`src/rtl/fix_ext.sv`:
```
// Streaming fixed-point widener: sign-extends narrow two's-complement samples,
// left-shifts them by FRAC_SHIFT to realign the binary point, and flags rail
// codes (max positive / min negative) that indicate upstream clipping.
// Output register plus a 1-entry skid register; in_ready is "skid empty" and
// never depends combinationally on out_ready.
// Optional: define FIX_EXT_SAT_CNT_EN to build the saturating rail-code counter
// (sat_cnt / sat_clr). Without it sat_cnt is tied to zero and sat_clr ignored.
module fix_ext #(
  parameter int unsigned IN_WIDTH   = 32,
  parameter int unsigned OUT_WIDTH  = 64,
  parameter int unsigned FRAC_SHIFT = 0,
  parameter int unsigned CNT_WIDTH  = 16
) (
  input  logic                 clk,
  input  logic                 rst_n,
  input  logic                 in_valid,
  output logic                 in_ready,
  input  logic [IN_WIDTH-1:0]  in,
  output logic                 out_valid,
  input  logic                 out_ready,
  output logic [OUT_WIDTH-1:0] out,
  output logic                 out_sat,
  input  logic                 sat_clr,
  output logic [CNT_WIDTH-1:0] sat_cnt
);

  if (OUT_WIDTH < IN_WIDTH + FRAC_SHIFT) begin : gen_width_check
    $error("fix_ext: OUT_WIDTH must be >= IN_WIDTH + FRAC_SHIFT");
  end
  if (IN_WIDTH < 2) begin : gen_in_width_check
    $error("fix_ext: IN_WIDTH must be >= 2");
  end

  localparam logic [IN_WIDTH-1:0] RailPos = {1'b0, {(IN_WIDTH-1){1'b1}}};
  localparam logic [IN_WIDTH-1:0] RailNeg = {1'b1, {(IN_WIDTH-1){1'b0}}};

  logic [OUT_WIDTH-1:0] ext;
  logic [OUT_WIDTH-1:0] data;
  logic                 rail;
  logic                 accept;
  logic                 drain;

  logic [OUT_WIDTH-1:0] out_q, out_d;
  logic                 out_sat_q, out_sat_d;
  logic                 out_valid_q, out_valid_d;
  logic [OUT_WIDTH-1:0] skid_q, skid_d;
  logic                 skid_sat_q, skid_sat_d;
  logic                 skid_valid_q, skid_valid_d;

  // Input transform: sign extension then zero-filled left shift.
  always_comb begin
    ext  = OUT_WIDTH'($signed(in));
    data = ext << FRAC_SHIFT;
    rail = (in == RailPos) || (in == RailNeg);
  end

  assign in_ready  = ~skid_valid_q;
  assign accept    = in_valid & in_ready;
  assign drain     = out_valid_q & out_ready;
  assign out_valid = out_valid_q;
  assign out       = out_q;
  assign out_sat   = out_sat_q;

  // Next state for output and skid stages; skid only fills when output is stuck.
  always_comb begin
    out_d        = out_q;
    out_sat_d    = out_sat_q;
    out_valid_d  = out_valid_q;
    skid_d       = skid_q;
    skid_sat_d   = skid_sat_q;
    skid_valid_d = skid_valid_q;
    if (skid_valid_q) begin
      // in_ready is low here, so no new sample competes with the skid entry.
      if (drain) begin
        out_d        = skid_q;
        out_sat_d    = skid_sat_q;
        skid_valid_d = 1'b0;
      end
    end else if (accept) begin
      if (!out_valid_q || out_ready) begin
        out_d       = data;
        out_sat_d   = rail;
        out_valid_d = 1'b1;
      end else begin
        skid_d       = data;
        skid_sat_d   = rail;
        skid_valid_d = 1'b1;
      end
    end else if (drain) begin
      out_valid_d = 1'b0;
    end
  end

  // Pipeline registers; reset discards anything buffered.
  always_ff @(posedge clk or negedge rst_n) begin
    if (!rst_n) begin
      out_q        <= '0;
      out_sat_q    <= 1'b0;
      out_valid_q  <= 1'b0;
      skid_q       <= '0;
      skid_sat_q   <= 1'b0;
      skid_valid_q <= 1'b0;
    end else begin
      out_q        <= out_d;
      out_sat_q    <= out_sat_d;
      out_valid_q  <= out_valid_d;
      skid_q       <= skid_d;
      skid_sat_q   <= skid_sat_d;
      skid_valid_q <= skid_valid_d;
    end
  end

`ifdef FIX_EXT_SAT_CNT_EN
  logic [CNT_WIDTH-1:0] cnt_q, cnt_d;
  logic                 sat_event;

  assign sat_event = accept & rail;

  // Saturating counter; a clear coinciding with an event leaves one count.
  always_comb begin
    cnt_d = cnt_q;
    if (sat_clr) begin
      cnt_d = sat_event ? CNT_WIDTH'(1) : '0;
    end else if (sat_event && (cnt_q != {CNT_WIDTH{1'b1}})) begin
      cnt_d = cnt_q + CNT_WIDTH'(1);
    end
  end

  // Counter register.
  always_ff @(posedge clk or negedge rst_n) begin
    if (!rst_n) begin
      cnt_q <= '0;
    end else begin
      cnt_q <= cnt_d;
    end
  end

  assign sat_cnt = cnt_q;
`else
  logic unused_sat_clr;

  assign unused_sat_clr = sat_clr;
  assign sat_cnt        = '0;
`endif

endmodule

```
`config.mk`:
```
export PLATFORM = sky130hd
export DESIGN_NAME = fix_ext
export DESIGN_NICKNAME = d
export VERILOG_FILES = /design/src/rtl/fix_ext.sv
export SDC_FILE = /design/constraint.sdc
export NUM_CORES = 1
export LEC_CHECK = 0
export BUFFER_PORTS_ARGS = -buffer_cell sky130_fd_sc_hd__buf_2
export CORE_AREA = 3 3 91 93
export CTS_CLUSTER_DIAMETER = 50
export CTS_CLUSTER_SIZE = 12
export DETAILED_ROUTE_END_ITERATION = 6
export DIE_AREA = 0 0 94 96
export HOLD_SLACK_MARGIN = 0.15
export PLACE_DENSITY = 0.79
export SYNTH_ARGS = -nofsm -noshare
export SYNTH_HDL_FRONTEND = slang
export SYNTH_SLANG_ARGS = --single-unit
```
`constraint.sdc`:
```
create_clock -name clk -period 2.5 [get_ports clk]
set_clock_uncertainty 0.15 [all_clocks]
set_input_delay 0.625 -clock clk [delete_from_list [all_inputs] [get_ports clk]]
set_output_delay 0.625 -clock clk [all_outputs]
set_load 0.05 [all_outputs]
```
Word-level counts from Yosys, hierarchy flattened

Cells that the tools add are included.

Flip-flop bits (word level): 100
Bits in latches: 0
Memory bits (writable): 0
ROM bits: 0
Input port bits: 37
Logic and storage cells: 38
Memories kept: 0

Add/sub/neg operators: 0
$mul: 0
Div/mod/pow operators: 0
Order comparisons: 0
Equality and inequality tests: 4
Shift-type cells: 0
Multiplexer cells: 15
Bitwise operators: 4
Reductions and logical operators: 9

Operators by type and width:

| operator                                                          | count |
|---|---|
| 64-bit 2-to-1 mux                                                 | 4 |
| 32-bit by 31-bit == test with 1-bit output, second input constant | 1 |
| 32-bit == test, second input constant                             | 1 |
| 1-bit 2-to-1 mux                                                  | 11 |
| 3-bit AND reduction                                               | 3 |
| 2-bit nonzero test                                                | 3 |
| 1-bit AND                                                         | 2 |
| 1-bit logical OR                                                  | 2 |
| 2-bit by 1-bit != test with 1-bit output, second input constant   | 1 |
| 2-bit != test, second input constant                              | 1 |
| 1-bit NOT                                                         | 2 |
| 1-bit zero test                                                   | 1 |

Longest topological paths before layout

Gate-level depths: netlist of the first run.

Depth in word-level cells: 5
Gate-level depth with buffers: 6
Mapped depth without buffers: 4

Worst setup path before layout of the first run

Ideal clock, no wire load.

Path kind: reg-to-output
From: register, netlist name out[62]
To: output port out[32]
Arrival time: 1.433 ns
Required time: 1.725 ns
Path slack: 0.292 ns
Stages on the path, launching flop included: 2
Path buffers: 1
Cell sequence: dfrtp_1 > buf_4

RTL lines:

| item          | line | source |
|---|---|---|
| end, declared | 21   | `output logic [OUT_WIDTH-1:0] out,` |

==> run metrics, run 1 <==
Routed WL=6860 µm; Final Util=51.3%; Synth-to-Final Area Change=16.3%; max-slew violations=0; Synth cell types=23; vias=2339; DP HPWL=5010 µm; initial antenna violation count=0; HP Class=in -> async; Die Y=96 µm; clock tree buffer depth=2; Worst path depth=1; status=complete, no violations; CTS H-tree lvls=3; GPL Wtd Cong=0.727; Cells after DPL=460; CP endpoint=out[60]; WS Path Type=reg -> out; post-synthesis async set-or-reset flop share=100%; P_sw=0.000834 W; sequential-to-total area share from yosys stat=50.7%; # clock sinks=68; TritonCTS buffer count=9; port buffer count=102; required time of the critical path=1730 ps; CTS tree=done; Post-Layout Cell Count=476; CTS resizes=0; Critical Path Sink Type=output port; Final Cycle Share=89.7%; CP max stage cell=dfrtp_1; Starting Density=44.1%; Max FO, Critical Path=34; Mapped Area=0.00335 mm²; cells along the critical path=buf_2; Worst Setup SP=out[62]; Worst R2R End=out[15]; row count=32; Comb pwr share=18.4%; Post-Synth Adder-Cell Area=0%; Avg Vias per Cell=4.91; post-CTS setup buffers=0; slowest stage delay, CP=750 ps; Synth Area per Inst=11.3 µm²; final layout net count=406; RSZ-0062 raised after global routing=no; Final ANT Viol Nets=0; # IOs=120; share of the synthesized area in the top cell type=50.7%; minimum clock period=2240 ps; Leak=2.16 nW; largest family of logic cells by synthesized area=multiplexers; Pint=0.00178 W; XOR/XNOR Fraction of Synth Area=0%; Simple-Gate Fraction of Synth Area=9.33%; reg2reg start=skid_valid_q; clock network power share=37.4%; Compound-Gate Fraction of Synth Area=5.93%; Syn Inst Count=296; PD cells=671 mW/mm²; layout cells sized above 1=41.7%; initial DRC count=107; # fillers=707; register-to-register setup slack=800 ps; setup_tns=0 ps; DIE AREA=0.00902 mm²; CP top delay family=flip-flops; reg2reg path depth=5; Synth area leaders=dfrtp_1 51%, buf_4 12%, mux2_2 9.7%; number of flops mapped to enable cells by yosys=0; Root Driver=clkbuf_8; WL/cell=14.4 µm; number of global-route vias before repair=2213; #FFs+latches synth=68; MaxCap Viol Count=0; worst slew pin tran=655 ps; Worst EP arrival=1470 ps; Placed Instance Area=0.00368 mm²; Final Hold Fails=0; die width=94 µm; Bufs and invs on worst path=1; DRC=0; Max-slew headroom=56.3%; Yosys top cell by area=dfrtp_1; hold_buf cts=0; Yosys warnings=0; first-pass GRT wire length=10700 µm; DRT Pass-1 Iters=5; CP Launch Type=flop; total power=0.00262 W; VDD IR max=0.258 mV; Final Cell Area=0.00390 mm²; Fmax achieved=0.446 GHz; # setup viols final=0; clk slew on worst S/H paths=80 ps; later-pin clock latency in the skew report=340 ps; mux contribution to synthesized area=20.3%; largest net degree at the start of global routing=37; register share of total power=44.1%; GRT overflow=0; top_reg_cell synth=dfrtp_1; Core ar.=0.00761 mm²; gr usage total=15.7%; Sw Share=31.8%; # diodes=0
-- registers in the layout, summed over array words and instances (netlist names) --
register / cells
out: 32
skid_q: 32
out_sat: 1
out_valid: 1
skid_sat_q: 1
skid_valid_q: 1
-- worst reg2reg max path, cell delays in order, from the launching register on --
cell and delay, ps:
dfrtp_2 500, nor2b_1 190, nor3_4 240, buf_4 340, nor2_1 90, a21oi_1 130
-- through the flow --
stage	hold WS, ps	worst slack, ps
after floorplan	179	292
after global placement	317	555
after detailed placement	334	536
after CTS	155	199
after global routing	178	87.9
final	155	259
-- Yosys cell counts, types with 2 or more instances --
library cell   n
nor2_1        34
buf_4         55
nand4_1        9
nor2b_1        2
nor4_1         9
mux2i_1       32
buf_2          7
mux2_1         3
mux2_2        29
inv_1          2
a21oi_1       33
nand2_1        3
dfrtp_1       68
-- power groups by stage --
| stage | registers (W) | logic (W) | clock network (W) |
|---|---|---|---|
| after floorplan | 0.00130 | 0.000278 | 0 |
| after global placement | 0.00118 | 0.000482 | 0 |
| after global routing | 0.00116 | 0.000510 | 0.00107 |
| final | 0.00116 | 0.000483 | 0.000981 |
| after detailed placement | 0.00118 | 0.000487 | 0 |
| after CTS | 0.00116 | 0.000487 | 0.00101 |
-- cell type report --
cell class	instances	area (µm²)	area share (%)
inverters	2	7.51	0.192
clock buffers	10	128	3.27
clock inverters	6	88.8	2.28
multi-input cells	179	1260	32.3
repair buffers	109	588	15.1
flip-flops and latches	68	1700	43.6
well taps	102	128	3.27
-- kinds of logic after synthesis --
| family | after synthesis |
|---|---|
| compound gates | 37 |
| buf+inv | 64 |
| flops | 68 |
| mux | 64 |
| other cells | 1 |
| simple gates | 62 |
-- worst min-delay path by stage --
| stage | startpoint | end | slack (ps) |
|---|---|---|---|
| after floorplan | rst_n | out[0] | 180 |
| after global placement | skid_q[26] | skid_q[26] | 320 |
| after detailed placement | skid_q[25] | skid_q[25] | 330 |
| after CTS | rst_n | out[18] | 160 |
| after global routing | rst_n | out[18] | 180 |
| final | rst_n | out[16] | 160 |
-- cells in the final DEF (no fill, tap or decap), drive strengths merged, types with 2 or more instances in the layout --
master / count
buf: 109
dfrtp: 68
nor2: 34
a21oi: 33
mux2i: 32
mux2: 32
conb: 16
clkbuf: 10
nor4: 9
nand4: 9
nand2: 3
inv: 2
nor2b: 2
nor3: 2
clkinvlp: 2
bufinv: 2
clkinv: 2
-- layer usage --
layer,routed length (µm),up-vias,track usage [%],part of all wire [%]
met3,480,7,4.53,7.0
met1,3080,1114,20.7,45
li1,-,1130,-,-
met4,63,0,5.54,0.92
met5,0,-,0,0
met2,3230,88,24.9,47
Note: power is estimated with default switching activity, not from simulation.
==> inputs of run 2 (changes only) <==
==> config.mk (replaced) <==
export PLATFORM = sky130hd
export DESIGN_NAME = fix_ext
export DESIGN_NICKNAME = d
export VERILOG_FILES = /design/src/rtl/fix_ext.sv
export SDC_FILE = /design/constraint.sdc
export NUM_CORES = 1
export LEC_CHECK = 0
export CORE_AREA = 2 2 90 92
export CTS_CLUSTER_DIAMETER = 50
export CTS_CLUSTER_SIZE = 12
export DETAILED_ROUTE_END_ITERATION = 6
export DIE_AREA = 0 0 92 94
export DONT_BUFFER_PORTS = 1
export HOLD_SLACK_MARGIN = 0.15
export PLACE_DENSITY = 0.65
export SYNTH_ARGS = -nofsm -noshare
export SYNTH_HDL_FRONTEND = slang
export SYNTH_SLANG_ARGS = --single-unit
==> constraint.sdc (replaced) <==
create_clock -name clk -period 2.5 [get_ports clk]
set_clock_uncertainty 0.15 [all_clocks]
set_input_delay 0.375 -clock clk [delete_from_list [all_inputs] [get_ports clk]]
set_output_delay 0.375 -clock clk [all_outputs]
set_load 0.05 [all_outputs]
==> run metrics, run 2 (same netlist as run 1, synthesis figures left out) <==
TritonCTS buffer count=9 (unchanged); Final Cycle Share=93.0% (+3.3 points); Worst EP arrival=2450 ps (+980 ps); Final ANT Viol Nets=0 (unchanged); Max FO, Critical Path=15 (-56%); DRC=0 (unchanged); P_sw=0.000823 W (-1.3%); CP Launch Type=flop; initial DRC count=88 (-18%); GRT overflow=0 (unchanged); most frequent cells in the layout=66 x dfrtp_1, 36 x dlygate4sd3_1, 34 x nor2_1; Fmax achieved=0.430 GHz (-3.6%); CP top delay family=buffers and inverters; RSZ-0062 raised after global routing=no; reg2reg start=skid_valid_q; WS Path Type=reg -> reg; PD cells=674 mW/mm² (+0.40%); layout cells sized above 1=19.7% (-22 points); Sw Share=31.7% (-0.17 points); worst slew pin tran=570 ps (-84.7 ps); Pint=0.00178 W (-0.54%); Post-Layout Cell Count=417 (-12%); VDD IR max=0.300 mV (+17%); setup_tns=0 ps (unchanged); status=complete, no violations; largest net degree at the start of global routing=69 (+86%); Starting Density=44.1% (unchanged); DP HPWL=4390 µm (-13%); Cells after DPL=364 (-21%); register-to-register setup slack=180 ps (-620 ps); Final Hold Fails=0 (unchanged); clock tree buffer depth=2 (unchanged); Bufs and invs on worst path=3 (+2); WL/cell=16.9 µm (+17%); row count=32 (unchanged); CTS tree=done; later-pin clock latency in the skew report=340 ps (about the same); vias=2131 (-8.9%); final layout net count=347 (-15%); HP Class=in -> reg; Core ar.=0.00761 mm² (unchanged); Comb pwr share=12.2% (-6.2 points); storage element area=0.00171 mm² (+0.22%); Die Y=94 µm (-2.1%); # IOs=120 (unchanged); Critical Path Sink Type=flop; MaxCap Viol Count=0 (unchanged); DIE AREA=0.00865 mm² (-4.2%); Max-slew headroom=62.0% (+5.6 points); cells along the critical path=buf_4 > inv_1 > a22oi_1 > dlygate4sd3_1; number of global-route vias before repair=2171 (-1.9%); Hold EP=skid_sat_q; Synth-to-Final Area Change=15.0%; Worst R2R End=skid_valid_q; initial antenna violation count=0 (unchanged); most common cell after layout, fill and taps aside=dfrtp_1; gr usage total=17.1% (+1.4 points); die width=92 µm (-2.1%); # setup viols final=0 (unchanged); Routed WL=7030 µm (+2.5%); # clock sinks=68 (unchanged); post-CTS setup buffers=0 (unchanged); Hold Path Stages=4; required time of the critical path=2630 ps (+900 ps); clock network power share=38.3% (+0.9 points); register share of total power=49.5% (+5.4 points); Root Driver=clkbuf_8; DRT Pass-1 Iters=4 (-1); # diodes=0 (unchanged); minimum clock period=2320 ps (+83.5 ps); slowest stage delay, CP=650 ps (-100 ps); CTS H-tree lvls=3 (unchanged); port buffer count=0 (-100%); clk slew on worst S/H paths=80 ps (about the same); Leak=1.93 nW (-11%); CP max stage cell=dfrtp_2; reg2reg path depth=4 (-1); Avg Vias per Cell=5.11 (+4.0%); first-pass GRT wire length=11300 µm (+5.9%); GPL Wtd Cong=0.693 (-4.6%); Min-Delay Startpoint=in[16]; multi-input combinational cell area=0.00126 mm² (unchanged); hold_buf cts=37 (+37); # fillers=689 (-2.5%); max-slew violations=0 (unchanged); CTS resizes=0 (unchanged)
-- run 2: cell types whose count changed in the layout (fill, tap and decap cells not counted) --
cell           change
buf_12             -1
buf_4              +5
buf_2            -102
buf_16             +3
dfrtp_4            +1
dfrtp_1            -1
dlygate4sd3_1     +36
-- run 2: area by class of cell --
cell class / instances / share of cell area (%)
multi-input cells: 179 / 32.7
flip-flops and latches: 68 / 44.3
clock buffers: 10 / 3.31
clock inverters: 6 / 2.30
repair buffers: 50 / 14.0
inverters: 2 / 0.195
well taps: 102 / 3.31
-- run 2: power by group through the flow --
stage | combinational (W) | clock [W] | sequential (W)
global route | 0.000338 | 0.00106 | 0.00129
detailed placement | 0.000238 | 0 | 0.00131
CTS | 0.000318 | 0.00102 | 0.00129
floorplan | 0.000278 | 0 | 0.00130
finish | 0.000317 | 0.000996 | 0.00129
global placement | 0.000237 | 0 | 0.00131
-- run 2: stage by stage --
step | instance area (µm²) | power (W) | worst slack (ps) | utilization [%] | hold slack (ps)
after floorplan | 3410 | 0.00158 | 542 | - | -70.6
final | 3850 | 0.00260 | 175 | 50.7 | 288
after global placement | 3250 | 0.00155 | 649 | 42.7 | -69.3
after CTS | 3850 | 0.00262 | 198 | 50.7 | 283
after detailed placement | 3250 | 0.00155 | 614 | 42.7 | -69.3
after global routing | 3850 | 0.00269 | 117 | 50.7 | 302
-- run 2: how the worst max path moves through the flow --
stage,start,to,cells after the start
6_report,skid_valid_q,skid_valid_q,4
5_1_grt,skid_valid_q,skid_valid_q,4
4_1_cts,skid_valid_q,skid_valid_q,4
3_5_place_dp,skid_valid_q,out_sat,5
3_3_place_gp,skid_valid_q,out_valid,4
2_1_floorplan,out[62],out[32],1
-- run 2: routing by layer --
metal	vias to the layer above	global-route usage (%)	wire (µm)
met3	5	5.54	487
met2	76	28.2	3440
met1	1052	21.6	3030
li1	998	-	-
met5	-	0	0
met4	0	5.22	74
-- run 2: worst min-delay path, cell delays in order --
cell       delay (ps)
nand4_1            50
nor4_1             50
a2bb2oi_1         170
a21oi_1            90
